## src/rtl/cla_pkg.sv

```systemverilog
`default_nettype none
// ============================================================================
// Module  : cla_pkg
// Brief   : Shared constants and state encoding for the sequential CLA adder.
// Revision: 1.0 - initial release
// ============================================================================
package cla_pkg;

  localparam int SLICE = 4;

  typedef enum logic [1:0] {
    IDLE = 2'd0,
    RUN  = 2'd1,
    DONE = 2'd2
  } state_t;

endpackage
`default_nettype wire

```

## src/rtl/cla_carry4.sv

```systemverilog
`default_nettype none
// ============================================================================
// Module  : cla_carry4
// Brief   : Combinational 4-bit two-level lookahead carry unit.
// Revision: 1.0 - initial release
// ============================================================================
module cla_carry4
  import cla_pkg::*;
(
  input  logic [3:0] g,
  input  logic [3:0] p,
  input  logic       ci,
  output logic [4:1] c
);

  assign c[1] = g[0] | (p[0] & ci);
  assign c[2] = g[1] | (p[1] & g[0]) | (p[1] & p[0] & ci);
  assign c[3] = g[2] | (p[2] & g[1]) | (p[2] & p[1] & g[0])
              | (p[2] & p[1] & p[0] & ci);
  assign c[4] = g[3] | (p[3] & g[2]) | (p[3] & p[2] & g[1])
              | (p[3] & p[2] & p[1] & g[0]) | (p[3] & p[2] & p[1] & p[0] & ci);

endmodule
`default_nettype wire

```

## src/rtl/cla_seq_adder.sv

```systemverilog
`default_nettype none
// ============================================================================
// Module  : cla_seq_adder
// Brief   : Multi-cycle adder, one 4-bit lookahead slice per clock, with
//           valid/ready handshakes on both sides.
// Revision: 1.0 - initial release
// ============================================================================
module cla_seq_adder
  import cla_pkg::*;
#(
  parameter int WIDTH = 16
) (
  input  logic             clk,
  input  logic             rst,
  input  logic             in_valid,
  output logic             in_ready,
  input  logic [WIDTH-1:0] a,
  input  logic [WIDTH-1:0] b,
  input  logic             cin,
  output logic             out_valid,
  input  logic             out_ready,
  output logic [WIDTH-1:0] sum,
  output logic             cout,
  output logic             ovf
);

  localparam int N    = WIDTH / SLICE;
  localparam int IDXW = (N > 1) ? $clog2(N) : 1;
  localparam logic [IDXW-1:0] c_last = IDXW'(N - 1);

  state_t           r_state;
  logic [IDXW-1:0]  r_idx;
  logic [WIDTH-1:0] r_a;
  logic [WIDTH-1:0] r_b;
  logic [WIDTH-1:0] r_sum;
  logic             r_creg;
  logic             r_cout;
  logic             r_ovf;
  logic             r_in_ready;
  logic             r_out_valid;

  logic [SLICE-1:0] w_a_sl;
  logic [SLICE-1:0] w_b_sl;
  logic [SLICE-1:0] w_p;
  logic [SLICE-1:0] w_g;
  logic [4:1]       w_c;
  logic [SLICE-1:0] w_s;

  // Single lookahead unit shared by all slices via the idx-selected operand mux
  assign w_a_sl = r_a[r_idx*SLICE +: SLICE];
  assign w_b_sl = r_b[r_idx*SLICE +: SLICE];
  assign w_p    = w_a_sl ^ w_b_sl;
  assign w_g    = w_a_sl & w_b_sl;
  assign w_s    = w_p ^ {w_c[3], w_c[2], w_c[1], r_creg};

  cla_carry4 u_carry4 (
    .g  (w_g),
    .p  (w_p),
    .ci (r_creg),
    .c  (w_c)
  );

  always_ff @(posedge clk or posedge rst) begin
    if (rst) begin
      r_state     <= IDLE;
      r_idx       <= '0;
      r_a         <= '0;
      r_b         <= '0;
      r_sum       <= '0;
      r_creg      <= 1'b0;
      r_cout      <= 1'b0;
      r_ovf       <= 1'b0;
      r_in_ready  <= 1'b1;
      r_out_valid <= 1'b0;
    end else begin
      case (r_state)
        IDLE: begin
          if (in_valid) begin
            r_a        <= a;
            r_b        <= b;
            r_creg     <= cin;
            r_idx      <= '0;
            r_state    <= RUN;
            r_in_ready <= 1'b0;
          end
        end
        RUN: begin
          r_sum[r_idx*SLICE +: SLICE] <= w_s;
          r_creg <= w_c[4];
          if (r_idx == c_last) begin
            r_cout      <= w_c[4];
            r_ovf       <= w_c[3] ^ w_c[4];
            r_state     <= DONE;
            r_out_valid <= 1'b1;
          end else begin
            r_idx <= r_idx + 1'b1;
          end
        end
        DONE: begin
          if (out_ready) begin
            r_state     <= IDLE;
            r_out_valid <= 1'b0;
            r_in_ready  <= 1'b1;
          end
        end
        default: begin
          r_state     <= IDLE;
          r_out_valid <= 1'b0;
          r_in_ready  <= 1'b1;
        end
      endcase
    end
  end

  assign in_ready  = r_in_ready;
  assign out_valid = r_out_valid;
  assign sum       = r_sum;
  assign cout      = r_cout;
  assign ovf       = r_ovf;

endmodule
`default_nettype wire
```

## config.mk

```make
export PLATFORM = sky130hd
export DESIGN_NAME = cla_seq_adder
export DESIGN_NICKNAME = d
export VERILOG_FILES = /design/src/rtl/cla_pkg.sv /design/src/rtl/cla_carry4.sv /design/src/rtl/cla_seq_adder.sv
export SDC_FILE = /design/constraint.sdc
export NUM_CORES = 1
export LEC_CHECK = 0
export BUFFER_PORTS_ARGS = -buffer_cell sky130_fd_sc_hd__clkbuf_2
export CORE_ASPECT_RATIO = 0.6
export CORE_UTILIZATION = 54
export CTS_CLUSTER_DIAMETER = 40
export DETAILED_ROUTE_END_ITERATION = 6
export MAX_ROUTING_LAYER = met4
export PLACE_DENSITY = 0.89
export SLEW_MARGIN = 20
export SYNTH_ARGS = -nofsm -noshare
export SYNTH_HDL_FRONTEND = slang
export SYNTH_SLANG_ARGS = --single-unit
```

## constraint.sdc

```tcl
create_clock -name clk -period 3.6 [get_ports clk]
set_clock_uncertainty 0.2 [all_clocks]
set_input_delay 0 -clock clk [delete_from_list [all_inputs] [get_ports clk]]
set_output_delay 0 -clock clk [all_outputs]
set_load 0.02 [all_outputs]
```

=== Word-level counts from Yosys, hierarchy flattened ===
Cells that the tools add are included.

* Register bits: 57
* Latch bits: 0
* Bits in writable memories: 0
* ROM bits: 0
* Input port bits: 37
* Output and inout port bits: 20
* Logic and storage cells: 80
* Memories: 0

* Add/sub/neg operators: 2
* Multiply operators: 0
* Divide/modulo/power cells: 0
* $lt $le $gt $ge: 0
* Equal/unequal tests: 7
* Shift operators: 4
* Mux-type cells: 16
* Bitwise logic cells: 32
* Reductions and logical operators: 9

{| class="wikitable"
|+ Operators by type and width
! kind !! number
|-
| $neg 4->34 || 1
|-
| $shift 4x34->16 const A || 1
|-
| $shiftx 4x34->16 || 1
|-
| $shiftx 16x5->4 || 2
|-
| $and 1x1->1 || 16
|-
| $bwmux 16 || 1
|-
| $reduce_and 3->1 || 4
|-
| $mux 2 || 5
|-
| $or 1x1->1 || 10
|-
| $ne 2x2->1 const B || 4
|-
| $xor 4x4->4 || 2
|-
| $pmux 1 s3 || 2
|-
| $pmux 2 s3 || 1
|-
| $reduce_and 2->1 || 3
|-
| $mux 1 || 5
|-
| $and 4x4->4 || 1
|-
| $eq 2x2->1 const B || 2
|-
| $pmux 2 s2 || 1
|-
| $add 2x1->2 const B || 1
|-
| $eq 2x1->1 const B || 1
|-
| $logic_not 2->1 || 1
|-
| $not 1->1 || 2
|-
| $pmux 1 s2 || 1
|-
| $reduce_bool 2->1 || 1
|-
| $xor 1x1->1 || 1
|}

=== Depth between registers and ports, before layout ===
Gate-level depths: netlist of run 1.

* Word-level depth: 9
* Gate-level depth with buffers: 7
* Mapped depth without buffers: 6

=== Modules after synthesis ===
A second synthesis of run 1 with hierarchy kept.

* Cells, all modules: 187
* Area, all modules: 2658.8 µm²

{| class="wikitable"
|+ By module, submodules not included
! module !! times used !! cells each !! area each (µm²) !! seq. area each (µm²)
|-
| cla_seq_adder || 1 || 182 || 2620.0 || 1427.6
|-
| cla_carry4 || 1 || 5 || 38.8 || 0.0
|}

=== Least setup slack after synthesis of run 1 ===
No wires, ideal clock.

* Kind: register -> register
* From: register r_idx[0]
* To: register r_sum[11], in the netlist sum[11]
* Setup time: 0.121 ns
* Arrival time: 2.310 ns
* Required time: 3.279 ns
* Setup slack: 0.969 ns
* Cell stages (with the launch flop): 8
* Path buffers: 1
* Clock period less this slack: 2.631 ns
* Path through: dfrtp_1 buf_4 mux4_2 ha_1 a211oi_1 o21bai_2 xor2_1 a22o_1

* Longest elaborated chain between the ends: 9
* Elaborated cells on any way between the ends: 24
* Those cells by class: add/sub: 1; shift: 4; mux: 1; bitwise: 18

{| class="wikitable"
|+ RTL lines
! element !! line !! text
|-
| start, declared || cla_seq_adder.sv:32 || <nowiki>logic [IDXW-1:0] r_idx;</nowiki>
|-
| start signal, assigned || cla_seq_adder.sv:96 || <nowiki>r_idx <= r_idx + 1'b1;</nowiki>
|-
| $shiftx 16x5->4 (on tied branches) || cla_seq_adder.sv:50, cla_seq_adder.sv:51 ||
|-
| $xor 4x4->4 or $and 4x4->4 (tied branches) || cla_seq_adder.sv:52, cla_seq_adder.sv:53 ||
|-
| $and 1x1->1 (on tied branches) || cla_carry4.sv:18, cla_carry4.sv:19 ||
|-
| $or 1x1->1 (tied with other cells) || cla_carry4.sv:18 || <nowiki>assign c[3] = g[2] | (p[2] & g[1]) | (p[2] & p[1] & g[0])</nowiki>
|-
| $or 1x1->1 or $and 1x1->1 (tied branches) || cla_carry4.sv:18, cla_carry4.sv:19 ||
|-
| $or 1x1->1 || cla_carry4.sv:19 || <nowiki>| (p[2] & p[1] & p[0] & ci);</nowiki>
|-
| $xor 4x4->4 || cla_seq_adder.sv:54 || <nowiki>assign w_s = w_p ^ {w_c[3], w_c[2], w_c[1], r_creg};</nowiki>
|-
| $shiftx 4x34->16 || cla_seq_adder.sv:88 || <nowiki>r_sum[r_idx*SLICE +: SLICE] <= w_s;</nowiki>
|-
| $bwmux 16 (*) || cla_seq_adder.sv:88 ||
|-
| end signal, assigned by index || cla_seq_adder.sv:88 ||
|-
| end, declared || cla_seq_adder.sv:35 || <nowiki>logic [WIDTH-1:0] r_sum;</nowiki>
|}

Mark *: on every way between the ends. The rest lies on a longest branch, timed or not.
A chain may end at the register's enable or synchronous reset.

=== Final worst setup path of run 1 ===
Same ends and word-level chain as after synthesis.

==> results of run 1 <==
[routing by layer]
metal | routed length, um | up-vias | global-route usage, %
li1 | - | 870 | -
met1 | 2540 | 893 | 31.7
met2 | 2750 | 53 | 39.4
met3 | 277 | 6 | 10.7
met4 | 59 | 0 | 6.70
met5 | 0 | - | -
[cells in the mapped netlist]
master    count  area (um2)
fa_1          1        20.0
xnor2_1       1        8.76
mux2i_1       1        10.0
and2_1        1        6.26
ha_1         11         138
clkbuf_1      1        3.75
nor2_4        1        11.3
nand2b_1      2        12.5
a21o_1        1        7.51
and3_1        1        6.26
nor3_1        1        5.00
xor2_1        2        17.5
nor4b_4       1        23.8
o21a_1        1        7.51
inv_1         5        18.8
a21oi_1       6        30.0
o22a_1        2        17.5
o31ai_1       1        7.51
nor4_2        1        12.5
a22o_1       17         149
nor2_1        6        22.5
nand2_4       1        11.3
o21bai_2      1        11.3
dfstp_2       1        26.3
dfrtp_1      56        1400
nand2_1       6        22.5
mux4_2        8         180
o21ai_0       2        10.0
mux2_2       33         372
buf_4         5        37.5
o22ai_1       1        6.26
and2b_4       1        10.0
a211oi_1      1        7.51
and3b_1       1        8.76
[worst max-delay path: stages, from the launching register on]
cell and delay, ns:
dfrtp_1 0.85, mux4_2 0.65, ha_1 0.34, a211oi_1 0.28, o21bai_2 0.15, xor2_1 0.35, a22o_1 0.19
[per-stage QoR]
stage | hold slack [ns] | total power [mW] | worst slack, ns
after global placement | 0.0103 | 2.79 | 0.605
final | 0.208 | 3.43 | 0.522
after detailed placement | 0.0227 | 2.89 | 0.502
after floorplan | -0.114 | 2.45 | 0.969
after global routing | 0.239 | 3.66 | 0.381
after CTS | 0.217 | 3.44 | 0.490
[power groups by stage]
stage | combinational, mW | clock, mW | sequential (mW)
global route | 1.87 | 0.560 | 1.22
floorplan | 1.29 | 0 | 1.16
CTS | 1.74 | 0.527 | 1.18
detailed placement | 1.70 | 0 | 1.19
global placement | 1.62 | 0 | 1.17
finish | 1.74 | 0.513 | 1.18
[final cells by class]
class                      instances  area [um2]  share of cell area (%)
tap                               63        78.8                    2.25
clock buffer                      13         159                    4.54
clock inverter                     3        15.0                   0.429
inverter                           5        18.8                   0.536
timing repair buffer              93         648                    18.5
multi-input combinational        113        1150                    32.9
sequential                        57        1430                    40.8
[path summary, 6_finish.rpt]
check,from,cells after the start,slack (ns),to
setup / recovery,r_idx[0],6,0.52,sum[11]
min in group clk,out_ready,3,0.23,r_state[1]
max in group asynchronous,rst,4,2.52,sum[15]
hold reg to reg,sum[10],1,0.30,sum[10]
setup reg to reg,r_idx[0],6,0.52,sum[11]
hold / removal,rst,4,0.21,r_b[9]
[registers in the layout, summed over array words and instances (netlist names)]
register	flops
r_b	16
cout	1
ovf	1
out_valid	1
r_idx	2
r_a	16
r_state	2
in_ready	1
r_creg	1
sum	16
[logic make-up after synthesis]
kind of cell / after synthesis / share of synthesized area, %
AO/OA/AOI/OAI: 33 / 9.62
XOR/XNOR: 3 / 0.995
adder cells (fa/ha/maj): 12 / 5.97
buffers and inverters: 11 / 2.27
flip-flops: 57 / 54.1
multiplexers: 42 / 21.3
AND/OR/NAND/NOR: 23 / 5.78
==> impl_metrics.toml, run 1 <==
[floorplan]
ios = 57
die_x_um = 92.3
core_um2 = 4640
start_util_pct = 57.0
placementRows = 19
fp.dieArea_um2 = 5180
die_h_um = 56.2

[final_layout]
drive_above_1_share_pct = 42.3
final_cells = 347
syn2layout_area_growth_pct = 32.6
layout_common_cells = "56 x dfrtp_1, 56 x clkbuf_2, 36 x dlygate4sd3_1"
fin_util_pct = 75.5
insertedDiodeCount = 0
fillCellCount = 307
fin_nets = 328
stdcell_area_um2 = 3500

[power_and_ir_drop]
irDropWorstVdd_mv = 0.546
pwr-share-comb_pct = 50.8
leakage_nw = 1.65
power_density_nw_per_um2 = 981
clockPowerShare_pct = 15.0
switchingPower_mw = 1.40
p_sw_share_pct = 40.7
p_int_mw = 2.04
seq_power_share_pct = 34.3

[clock_tree]
cts_tree = "yes"
clock-sinks = 57
clk_latency_ns = 0.33
clock-root-buffer = "clkbuf_8"
ctsHoldBuffers = 36
clk_pin_slew_ns = 0.06
cts_buffers = 9
htreeDepth = 3
cts_setup_buffers = 0
cts_resized = 0
clk_path_buf_depth = 2

[global_route]
track_usage_pct = 25.6
grt_antenna_before_repair = 0
grt_pass1_vias = 1940
grt_pass1_wl_mm = 9.34
grt_max_degree = 58
gr-total-overflow = 0

[sta]
slew_viol_final = 0
setup_viol_count_final = 0
finalHoldViolCount = 0
slew-limit-headroom_pct = 40.3
rsz0062_at_grt = "false"
fin_crit_sh_pct = 85.5
post-route-min-period_ns = 3.08
max_freq_mhz = 325
setup-tns-final_ns = 0
worst_pin_slew_ns = 0.894

[synth]
synth-seq-area-share_pct = 54.1
syn_area_um2 = 2640
syn_nets = 230
avgSynthCellArea_um2 = 14.6
synthDistinctLibCells = 34
syn_inst = 181
yosys_warnings = 0
ys_seq_elements = 57

[critical_path]
start_kind = "register"
path_class = "register to register"
arrival_ns = 3.15
cp_data_required_time_ns = 3.67
cp_max_fo = 15
endpoint_kind = "register"

[detailed_routing]
drtAntennaViolNets = 0
num_vias = 1822
drtPass1Iterations = 4
drc = 0
viasPerCell = 5.25
drt_iter0_drc = 80
routed_wl_mm = 5.63
post_drt_wl_per_cell_um = 16.2

[status]
run_status = "finished, final reports clean"

[placed_design]
io_buffer_count = 56
place.gp.congestion = 0.784
hpwl_mm = 3.61
dp_cells = 295
dpl_cell_area_um2 = 2970

[hold_path]
min_path_type = "primary input to async pin"

[flow_run]
cap_violations = 0
(Power assumes the default switching activity.)
==> run 2: changes to the inputs <==
Settings changed: CORE_UTILIZATION 54 to 56, CTS_BUF_LIST from default to sky130_fd_sc_hd__clkbuf_8, PLACE_DENSITY 0.89 to 0.92, RECOVER_POWER from default to 50.
==> impl_metrics.toml, run 2 (same netlist as run 1, synthesis figures left out) <==
[clock_tree]
clk_latency_ns = 0.34
clock-sinks = 57
clock-root-buffer = "clkbuf_8"
cts_buffers = 9
cts_resized = 0
cts_tree = "yes"
htreeDepth = 3
clk_path_buf_depth = 2
clk_pin_slew_ns = 0.06

[status]
run_status = "finished, violations left"
violations = "capacitance limit, slew limit"

[detailed_routing]
drt_iter0_drc = 135
drtPass1Iterations = 4
viasPerCell = 5.49
num_vias = 1884
post_drt_wl_per_cell_um = 17.7
routed_wl_mm = 6.06
drtAntennaViolNets = 0
drc = 0

[power_and_ir_drop]
seq_power_share_pct = 33.8
irDropWorstVdd_mv = 0.635
pwr-share-comb_pct = 49.5
finalPower_mw = 3.54
leakage_nw = 1.59
p_sw_share_pct = 41.2
p_int_mw = 2.08
power_density_nw_per_um2 = 1020
clockPowerShare_pct = 16.6
switchingPower_mw = 1.46

[placed_design]
place.gp.congestion = 0.850
hpwl_mm = 3.70
io_buffer_count = 56

[final_layout]
fin_nets = 328
fin_util_pct = 81.1
insertedDiodeCount = 0
drive_above_1_share_pct = 34.6
layout_common_cells = "56 x dfrtp_1, 36 x dlygate4sd3_1, 36 x clkbuf_2"
final_common_cell = "dfrtp_1"
fillCellCount = 256
syn2layout_area_growth_pct = 32.1

[sta]
finalHoldViolCount = 0
fin_crit_sh_pct = 89.1
rsz0062_at_grt = "false"
worst_pin_slew_ns = 1.73
worst_hold_slack_ns = 0.205
setup-tns-final_ns = 0
slew_viol_final = 34
post-route-min-period_ns = 3.21
slew-limit-headroom_pct = -15.6
max_freq_mhz = 312
setup_viol_count_final = 0

[floorplan]
placementRows = 18
die_h_um = 55.2
core_um2 = 4300
ios = 57
start_util_pct = 61.4
die_x_um = 90.6
fp.dieArea_um2 = 5000

[critical_path]
reg2reg_depth = 6
cp_data_required_time_ns = 3.67
arrival_ns = 3.27
endpoint_kind = "register"
start_kind = "register"
path_class = "register to register"
regToRegStartpoint = "r_idx[0]"
cp_max_fo = 15
r2r_setup_slack_ns = 0.39
timing.rr.end = "sum[11]"

[global_route]
grt_pass1_vias = 1857
gr-total-overflow = 0
grt_max_degree = 34
grt_pass1_wl_mm = 9.56
grt_antenna_before_repair = 0
track_usage_pct = 28.6

[hold_path]
min_path_type = "primary input to async pin"

[flow_run]
cap_violations = 1
run 2: cell types whose count changed in the layout (fill, tap and decap cells not counted), sizes merged:
| cell | previous run | this run |
|---|---|---|
| clkbuf | 69 | 68 |
| bufinv | 0 | 1 |
| inv | 5 | 6 |
| buf | 1 | 0 |
| clkinv | 3 | 2 |
run 2: per-layer routing:
layer | track usage [%] | vias up | wire length (um)
li1 | - | 870 | -
met1 | 33.0 | 926 | 2630
met2 | 47.1 | 80 | 2920
met3 | 10.9 | 8 | 406
met4 | 10.8 | 0 | 97
met5 | - | - | 0
run 2: cell type report:
class                           instances  area (um2)  area share, %
Clock buffer                           11         151           4.34
Clock inverter                          4        43.8           1.26
Inverter                                5        18.8          0.538
Multi-Input combinational cell        113        1150           33.0
Sequential cell                        57        1430           40.9
Tap cell                               60        75.1           2.15
Timing Repair Buffer                   93         619           17.8
run 2: worst max path at each step:
stage	from	endpoint	cells after the start
finish	r_idx[0]	sum[11]	6
CTS	r_idx[0]	sum[11]	6
detailed placement	r_idx[0]	sum[7]	6
global route	r_idx[0]	sum[11]	6
floorplan	r_idx[0]	sum[11]	7
global placement	r_idx[0]	sum[7]	6
run 2: power by group through the flow:
stage | Combinational (mW) | Sequential (mW) | Clock [mW]
floorplan | 1.29 | 1.16 | 0
global placement | 1.62 | 1.17 | 0
detailed placement | 1.71 | 1.19 | 0
CTS | 1.74 | 1.18 | 0.592
global route | 1.90 | 1.23 | 0.639
finish | 1.75 | 1.20 | 0.589
run 2: through the flow:
stage          worst slack [ns]  instance area [um2]  cells
3_3_place_gp              0.629                 2960    292
4_1_cts                   0.456                 3520    343
5_1_grt                   0.193                 3490    343
6_report                  0.391                 3490    343
2_1_floorplan             0.969                 2640    181
3_5_place_dp              0.467                 2960    292
run 2: critical path, cell delays in order (launching register included):
cell,delay (ns)
dfrtp_1,0.89
mux4_2,0.66
ha_1,0.34
a211oi_1,0.32
o21bai_2,0.16
xor2_1,0.36
a22o_1,0.19
run 2: timing repair:
item / CTS / global route
hold endpoints to repair: 60 / 0
setup buffers: 0 / 0
hold buffers: 36 / 0
==> run 3: changes to the inputs <==
Settings changed: CORE_MARGIN from default to 2.
Clock period 3.6 ns to 3.38 ns, I/O delays scaled along.
==> impl_metrics.toml, run 3 (same netlist as run 1, synthesis figures left out) <==
[status]
run_status = "finished, violations left"
violations = "capacitance limit, slew limit"

[detailed_routing]
viasPerCell = 5.48
post_drt_wl_per_cell_um = 17.3
num_vias = 1907
drt_iter0_drc = 110
drtPass1Iterations = 4
routed_wl_mm = 6.04
drtAntennaViolNets = 0
drc = 0

[clock_tree]
cts_buffers = 9
clk_latency_ns = 0.34
clk_path_buf_depth = 2
cts_resized = 0
cts_tree = "yes"
clock-root-buffer = "clkbuf_8"
clock-sinks = 57
htreeDepth = 3
clk_pin_slew_ns = 0.06

[floorplan]
ios = 57
die_h_um = 57.2
die_x_um = 92.6
placementRows = 19
core_um2 = 4560
start_util_pct = 57.8
fp.dieArea_um2 = 5300

[placed_design]
dpl_cell_area_um2 = 2980
io_buffer_count = 56
hpwl_mm = 3.88
place.gp.congestion = 0.841
place_ws_ns = 0.518

[final_layout]
stdcell_area_um2 = 3560
fin_util_pct = 78.0
final_common_cell = "dfrtp_1"
insertedDiodeCount = 0
drive_above_1_share_pct = 37.5
layout_common_cells = "56 x dfrtp_1, 42 x clkbuf_2, 36 x dlygate4sd3_1"
fin_nets = 329
syn2layout_area_growth_pct = 34.8

[global_route]
gr-total-overflow = 0
grt_antenna_before_repair = 0
grt_pass1_wl_mm = 10.1
track_usage_pct = 26.7
grt_pass1_vias = 1999
grt_max_degree = 58

[sta]
fin_crit_sh_pct = 85.4
slew_viol_final = 58
post-route-min-period_ns = 2.89
setup-tns-final_ns = 0
worst_pin_slew_ns = 2.06
slew-limit-headroom_pct = -37.5
rsz0062_at_grt = "false"
layout_setup_ws_ns = 0.492
max_freq_mhz = 346
setup_viol_count_final = 0
finalHoldViolCount = 0

[hold_path]
hold_path_depth = 3
min-delay-start = "out_ready"
min_path_type = "primary input to register"

[power_and_ir_drop]
finalPower_mw = 3.89
irDropWorstVdd_mv = 0.551
power_density_nw_per_um2 = 1090
seq_power_share_pct = 32.0
clockPowerShare_pct = 20.0
p_sw_share_pct = 39.1
pwr-share-comb_pct = 48.0
switchingPower_mw = 1.52
leakage_nw = 1.64
p_int_mw = 2.37

[flow_run]
cap_violations = 1

[critical_path]
cp_data_required_time_ns = 3.45
cp-startpoint = "r_idx[0]"
cp_max_fo = 10
start_kind = "register"
arrival_ns = 2.96
reg2reg_depth = 7
regToRegStartpoint = "r_idx[0]"
endpoint_kind = "register"
path_class = "register to register"
[run 3: changes by cell type in the layout (fill, tap and decap cells not counted)]
| cell | before | now |
|---|---|---|
| clkbuf_2 | 36 | 42 |
| clkinvlp_4 | 0 | 1 |
| buf_4 | 0 | 2 |
| clkinv_2 | 2 | 1 |
| clkbuf_8 | 11 | 10 |
| clkbuf_1 | 21 | 14 |
| bufinv_16 | 1 | 3 |
[run 3: metrics by stage]
step | hold slack (ns) | std cells
finish | 0.211 | 348
detailed placement | -0.0565 | 296
global placement | 0.0185 | 296
CTS | 0.129 | 348
global route | 0.229 | 348
floorplan | -0.114 | 181
[run 3: cell type report]
cell class | instances | area [um2]
inverters | 5 | 18.8
clock inverters | 6 | 106
multi-input cells | 113 | 1150
clock buffers | 10 | 138
repair buffers | 94 | 638
well taps | 63 | 78.8
flip-flops and latches | 57 | 1430
fillers | 277 | 1000
[run 3: power groups by stage]
stage                     registers (mW)  clock network, mW  logic [mW]
after global placement              1.23                  0        1.76
final                               1.24              0.780        1.87
after global routing                1.28              0.826        2.04
after floorplan                     1.23                  0        1.37
after detailed placement            1.24                  0        1.82
after CTS                           1.24              0.784        1.87
[run 3: worst max-delay path: stages (launching register included)]
cell and delay [ns]:
dfrtp_1 0.55, buf_4 0.28, mux4_2 0.57, ha_1 0.33, a211oi_1 0.26, o21bai_2 0.14, xor2_1 0.29, a22o_1 0.19
[run 3: final timing paths]
path	to	slack, ns
min in group asynchronous	r_b[9]	0.69
max	sum[11]	0.49
min	r_state[1]	0.21
max in group asynchronous	sum[1]	1.08
max reg2reg	sum[11]	0.49
min reg2reg	sum[8]	0.30
[run 3: repair_timing]
action	4_1_cts	5_1_grt
endpoints found under the hold margin	93	0
buffers inserted	0	0
hold buffers	36	0
[run 3: routing by layer]
metal	part of all wire [%]	global-route usage, %	wire length (um)
met5	0	-	0
met1	45	35.3	2740
met3	5.4	8.06	328
met4	1.3	7.35	80
met2	48	41.2	2890
